## src/rtl/seq_launcher_pkg.sv

```systemverilog
// Shared constants for the seq_launcher block: one-hot state encoding, state
// indices, LED bit positions and the downstream sequencer's FINISH hold length.
package seq_launcher_pkg;

  localparam int unsigned NumStates = 7;

  localparam int unsigned IdxIdle        = 0;
  localparam int unsigned IdxWaitIdle    = 1;
  localparam int unsigned IdxStart       = 2;
  localparam int unsigned IdxWaitFinish  = 3;
  localparam int unsigned IdxWaitRelease = 4;
  localparam int unsigned IdxDone        = 5;
  localparam int unsigned IdxError       = 6;

  typedef enum logic [NumStates-1:0] {
    StIdle        = 7'(1 << IdxIdle),
    StWaitIdle    = 7'(1 << IdxWaitIdle),
    StStart       = 7'(1 << IdxStart),
    StWaitFinish  = 7'(1 << IdxWaitFinish),
    StWaitRelease = 7'(1 << IdxWaitRelease),
    StDone        = 7'(1 << IdxDone),
    StError       = 7'(1 << IdxError)
  } state_e;

  // Bit positions in the 8-bit status display; bits 3:0 carry runs_done[3:0].
  localparam int unsigned LedError = 7;
  localparam int unsigned LedDone  = 6;
  localparam int unsigned LedBusy  = 5;
  localparam int unsigned LedStart = 4;

  // Watchdog counter width; covers TIMEOUT up to 2^16.
  localparam int unsigned WdogW = 16;

  // Cycles the standard sequencer holds FINISH high.
  localparam int unsigned FinishHold = 16;

  // States in which the launcher is waiting on the sequencer.
  function automatic logic is_waiting(state_e s);
    return (s == StWaitIdle) || (s == StStart) || (s == StWaitFinish) || (s == StWaitRelease);
  endfunction

endpackage

```

## src/rtl/seq_wdog.sv

```systemverilog
// Watchdog counter for seq_launcher: clears on request, counts while enabled,
// flags expiry when the count reaches TIMEOUT-1.
module seq_wdog
  import seq_launcher_pkg::*;
#(
  parameter int unsigned TIMEOUT = 64
) (
  input  logic clk,
  input  logic reset_n,
  input  logic clear,
  input  logic enable,
  output logic expired
);

  logic [WdogW-1:0] cnt_q, cnt_d;

  // Clear has priority over counting.
  always_comb begin
    cnt_d = cnt_q;
    if (clear) begin
      cnt_d = '0;
    end else if (enable) begin
      cnt_d = cnt_q + WdogW'(1);
    end
  end

  // Count register.
  always_ff @(posedge clk or negedge reset_n) begin
    if (!reset_n) begin
      cnt_q <= '0;
    end else begin
      cnt_q <= cnt_d;
    end
  end

  assign expired = (cnt_q == WdogW'(TIMEOUT - 1));

endmodule

```

## src/rtl/seq_launcher.sv

```systemverilog
// Batch initiator for the start/idle/finish sequencer handshake.
// Optional watchdog + ERROR state built when SEQ_LAUNCHER_WDOG_EN is defined.
module seq_launcher
  import seq_launcher_pkg::*;
#(
  parameter int unsigned RUNS_W  = 8,
  parameter int unsigned TIMEOUT = 64
) (
  input  logic              clk,
  input  logic              reset_n,
  input  logic              go,
  input  logic [RUNS_W-1:0] num_runs,
  input  logic              abort,
  input  logic              slave_idle,
  input  logic              slave_finish,
  output logic              slave_start,
  output logic              busy,
  output logic              done,
  output logic              error,
  output logic [RUNS_W-1:0] runs_done,
  output logic [7:0]        leds
);

  if (TIMEOUT < 2 || TIMEOUT > 65536 || RUNS_W < 4) begin : g_param_check
    $error("seq_launcher: TIMEOUT must be 2..65536 and RUNS_W at least 4");
  end

  state_e            state_q, state_d;
  logic [RUNS_W-1:0] target_q, target_d;
  logic [RUNS_W-1:0] runs_q, runs_d;
  logic              start_q, start_d;
  logic              busy_q, busy_d;
  logic              done_q, done_d;
  logic              timeout;

`ifdef SEQ_LAUNCHER_WDOG_EN
  logic error_q, error_d;
  logic wdog_clear;
  logic wdog_enable;

  assign wdog_clear  = (state_d != state_q);
  assign wdog_enable = is_waiting(state_q);

  seq_wdog #(
    .TIMEOUT(TIMEOUT)
  ) u_wdog (
    .clk    (clk),
    .reset_n(reset_n),
    .clear  (wdog_clear),
    .enable (wdog_enable),
    .expired(timeout)
  );
`else
  assign timeout = 1'b0;
`endif

  // Next-state and batch bookkeeping; abort overrides everything.
  always_comb begin
    state_d  = state_q;
    target_d = target_q;
    runs_d   = runs_q;
    unique case (state_q)
      StIdle: begin
        if (go) begin
          target_d = num_runs;
          runs_d   = '0;
          state_d  = (num_runs == '0) ? StDone : StWaitIdle;
        end
      end
      StWaitIdle: begin
        if (slave_idle)   state_d = StStart;
        else if (timeout) state_d = StError;
      end
      StStart: begin
        if (!slave_idle)  state_d = StWaitFinish;
        else if (timeout) state_d = StError;
      end
      StWaitFinish: begin
        if (slave_finish) state_d = StWaitRelease;
        else if (timeout) state_d = StError;
      end
      StWaitRelease: begin
        if (slave_idle && !slave_finish) begin
          runs_d  = runs_q + RUNS_W'(1);
          state_d = (runs_d == target_q) ? StDone : StStart;
        end else if (timeout) begin
          state_d = StError;
        end
      end
      StDone:  state_d = StIdle;
      StError: state_d = StError;
      default: state_d = StIdle;
    endcase
    if (abort) begin
      state_d  = StIdle;
      target_d = target_q;
      runs_d   = runs_q;
    end
  end

  // Registered outputs follow the current state; abort forces them low at once.
  // slave_start also drops as soon as the sequencer is seen leaving idle.
  always_comb begin
    start_d = 1'b0;
    busy_d  = 1'b0;
    done_d  = 1'b0;
    if (!abort) begin
      start_d = (state_q == StStart) && slave_idle;
      busy_d  = is_waiting(state_q);
      done_d  = (state_q == StDone);
    end
  end

  // State, batch and output registers.
  always_ff @(posedge clk or negedge reset_n) begin
    if (!reset_n) begin
      state_q  <= StIdle;
      target_q <= '0;
      runs_q   <= '0;
      start_q  <= 1'b0;
      busy_q   <= 1'b0;
      done_q   <= 1'b0;
    end else begin
      state_q  <= state_d;
      target_q <= target_d;
      runs_q   <= runs_d;
      start_q  <= start_d;
      busy_q   <= busy_d;
      done_q   <= done_d;
    end
  end

`ifdef SEQ_LAUNCHER_WDOG_EN
  // Error follows the ERROR state; cleared by abort.
  always_comb begin
    error_d = (state_q == StError) && !abort;
  end

  // Error register.
  always_ff @(posedge clk or negedge reset_n) begin
    if (!reset_n) begin
      error_q <= 1'b0;
    end else begin
      error_q <= error_d;
    end
  end

  assign error = error_q;
`else
  assign error = 1'b0;
`endif

  assign slave_start = start_q;
  assign busy        = busy_q;
  assign done        = done_q;
  assign runs_done   = runs_q;

  // Status display assembled from registered signals.
  always_comb begin
    leds           = '0;
    leds[LedError] = error;
    leds[LedDone]  = done_q;
    leds[LedBusy]  = busy_q;
    leds[LedStart] = start_q;
    leds[3:0]      = runs_q[3:0];
  end

endmodule

```

## config.mk

```make
export PLATFORM = sky130hd
export DESIGN_NAME = seq_launcher
export DESIGN_NICKNAME = d
export VERILOG_FILES = /design/src/rtl/seq_launcher_pkg.sv /design/src/rtl/seq_wdog.sv /design/src/rtl/seq_launcher.sv
export SDC_FILE = /design/constraint.sdc
export NUM_CORES = 1
export LEC_CHECK = 0
export ABC_CLOCK_PERIOD_IN_PS = 2200
export CORE_AREA = 2 2 61 63
export CTS_BUF_LIST = sky130_fd_sc_hd__clkbuf_4 sky130_fd_sc_hd__clkbuf_8
export DETAILED_ROUTE_END_ITERATION = 7
export DIE_AREA = 0 0 63 65
export PLACE_DENSITY_LB_ADDON = 0.12
export SETUP_SLACK_MARGIN = 0.5
export SLEW_MARGIN = 20
export SYNTH_ARGS = -nofsm -noshare
export SYNTH_HDL_FRONTEND = slang
export SYNTH_SLANG_ARGS = --single-unit
```

## constraint.sdc

```tcl
create_clock -name clk -period 2.2 [get_ports clk]
set_input_delay 0.22 -clock clk [delete_from_list [all_inputs] [get_ports clk]]
set_output_delay 0.22 -clock clk [all_outputs]
set_load 0.01 [all_outputs]
```

==> impl_metrics.toml <==
[logic_synthesis]
yosysMostFrequentCell = "dfrtp_1"
synth_edf_count = 0
synth_top_area_cell = "dfrtp_1"
synth_async_sr_flop_share_pct = 100.0
synth.distinct_cells = 48
synthDominantCellAreaShare_pct = 37.37
synth.avg_cell_area_sq_um = 9.301
ys_warn_count = 0
syn_area_sq_um = 1674
syn_inst = 180
synth_common_cells = "dfrtp_1 (25), nor2_1 (19), o21ai_0 (15)"
ys_ff_latch = 26
ys.flop_type = "dfrtp_1"
synth_area_leaders = "dfrtp_1 (37%), mux2_2 (6.1%), o21ai_0 (4.5%)"
seq_area_frac_synth_pct = 38.94

[power]
leakage_uw = 0.001083
ir_drop_mv = 0.4706
swShare_pct = 36.21
intPower_uw = 1176
pwr-share-seq_pct = 37.6
p_per_area_nw_per_um2 = 763.7
power.switching_uw = 667.5
clockPowerShare_pct = 19.4
pwr-share-comb_pct = 43.0

[timing]
clock_skew_ns = 0.002160
fmax_mhz = 501.2
fin_tns_setup_ns = 0
period_share_pct = 90.69
rsz0062_at_grt = "yes"
setup_violations = 0
hold_viol_final = 0
fin_crit_ns = 1.995
slew_viol_final = 0

[layout]
nets = 251
drive_gt1_share_pct = 36.17
num-fill-cells = 287
diodes = 0
area_growth_pct = 44.17
final_util_pct = 69.04

[clocking]
clkLatencyLatePin_ns = 0.35
numCtsBuffers = 3
clockBufferDepth = 2
cts_tree = "yes"
clk_pin_slew_ns = 0.16
cts-htree-levels = 1
root_buffer = "clkbuf_4"
clock-sinks = 26
hold_buffers = 0

[worst_setup_path]
crit_buf_inv = 0
crit_fanout = 8
r2r_slack_ns = 0.20
cp-end-kind = "flip-flop"
path_cells = "nor2_2 -> nand2_1 -> maj3_1 -> nor4_2 -> nand3_1 -> o221ai_1"
required_ns = 2.47
criticalPathCategory = "flip-flop to flip-flop"
slowest_delay_ns = 0.51
arrival_ns = 2.27
crit_family = "simple AND/OR/NAND/NOR gates"
crit_slowest_cell = "dfrtp_2"
cp-start-kind = "flip-flop"

[floorplanning]
core_sq_um = 3496
placementRows = 22
dieArea_sq_um = 4095
fp.dieW_um = 63
num_io_pins = 34
die_h_um = 65
initial_utilization_pct = 47.89

[global_routing]
antenna_found_initial = 0
grt_max_degree = 27
grt_overflow_total = 0
grt_pass1_vias = 1543
grt_first_pass_wirelength_um = 7431
grt.total_usage_pct = 23.22

[outcome]
status = "completed"

[drt]
routed_wl_um = 4823
remaining_drc_errors = 0
final_antenna_net_count = 0
viasPerCell = 5.859
drt_iter0_markers = 79
dr.pass1.iters = 4
vias = 1658
wl_per_cell_um = 17.04

[job]
maxCapViolCount = 0

[placement]
io_buffers = 31
dp_hpwl_um = 3014
place_congestion = 0.8836

[worst_hold_path]
hold_path.class = "primary input to async pin"
## routing by layer
metal | GRT usage, % | part of all wire, %
met5 | 0 | 0
met3 | 3.472 | 7.7
met4 | 7.500 | 2.2
met1 | 29.93 | 41
met2 | 40.03 | 49
## path summary, 6_finish.rpt
| kind | from | to | cells past startpoint |
|---|---|---|---|
| max | state_q[3]$_DFFE_PN0P_ | state_q[2]$_DFFE_PN0P_ | 6 |
| min | reset_n | state_q[6]$_DFFE_PN0P_ | 2 |
| max reg2reg | state_q[3]$_DFFE_PN0P_ | state_q[2]$_DFFE_PN0P_ | 6 |
| min reg2reg | target_q[7]$_DFFE_PN0P_ | target_q[7]$_DFFE_PN0P_ | 1 |
| max in group asynchronous | reset_n | state_q[0]$_DFFE_PN1P_ | 2 |
| min in group clk | num_runs[6] | target_q[6]$_DFFE_PN0P_ | 2 |
## final cells by class
type / count / area (sq um) / area share (%)
inverters: 6 / 25.02 / 1.037
clock buffers: 3 / 22.52 / 0.9331
well taps: 48 / 60.06 / 2.488
flip-flops and latches: 26 / 661.9 / 27.42
multi-input cells: 130 / 997.2 / 41.32
clock inverters: 1 / 30.03 / 1.244
repair buffers: 69 / 616.8 / 25.56
## power by group through the flow
stage                     combinational (uW)  clock, uW  sequential (uW)
after floorplan                          453          0              665
after CTS                                691        352              686
after global placement                   572          0              699
after global routing                     850        378              701
final                                    792        357              693
after detailed placement                 581          0              708
## layout by cell type (no fill, tap or decap), drive strengths merged, types with 2 or more instances in the layout
master and n:
buf 38, nand3 7, nand4b 2, xnor2 6, dlygate4sd2 3, dlymetal6s2s 4
nor4 4, o31ai 3, dfrtp 25, nor3b 2, xor2 4, inv 6
a31oi 3, mux2i 2, nand2 8, nand2b 3, nand4 6, nor2 19
o21ai 16, mux2 9, nand3b 2, a21oi 4, clkdlybuf4s50 24, or4 2
nor2b 3, clkbuf 3, and3 3, a31o 2, nor3 3, nand4bb 2
conb 2
## state kept, by name, indices dropped and copies added (netlist names)
signal and cells:
done 1, busy 1, target_q 8, slave_start 1, runs_done 8, state_q 7
## logic make-up after synthesis
kind of cell	share of synthesized area [%]
simple gates	24.29
compound gates	14.05
flops	38.94
buf+inv	8.669
mux	7.250
xor+xnor	5.231
fa+ha+maj	1.345
other cells	0.2240
## metrics by stage
stage                     cells  total power, uW  worst slack (ns)  cell area, sq um  hold WS (ns)
after global routing        283             1929           0.09394              2414        0.2583
after global placement      253             1272            0.1103              2056        0.5121
final                       283             1843            0.2048              2414        0.2192
after detailed placement    253             1289           0.03505              2056        0.5170
after CTS                   274             1729            0.3051              2282        0.2418
after floorplan             181             1118            0.2656              1720      -0.07559
## timing repair
| action | CTS | global route |
|---|---|---|
| setup buffers | 17 | 9 |
| pin swaps | 9 | 12 |
| endpoints found under the setup margin | 26 | 28 |
| gates resized for setup | 20 | 25 |
(Power assumes the default switching activity.)
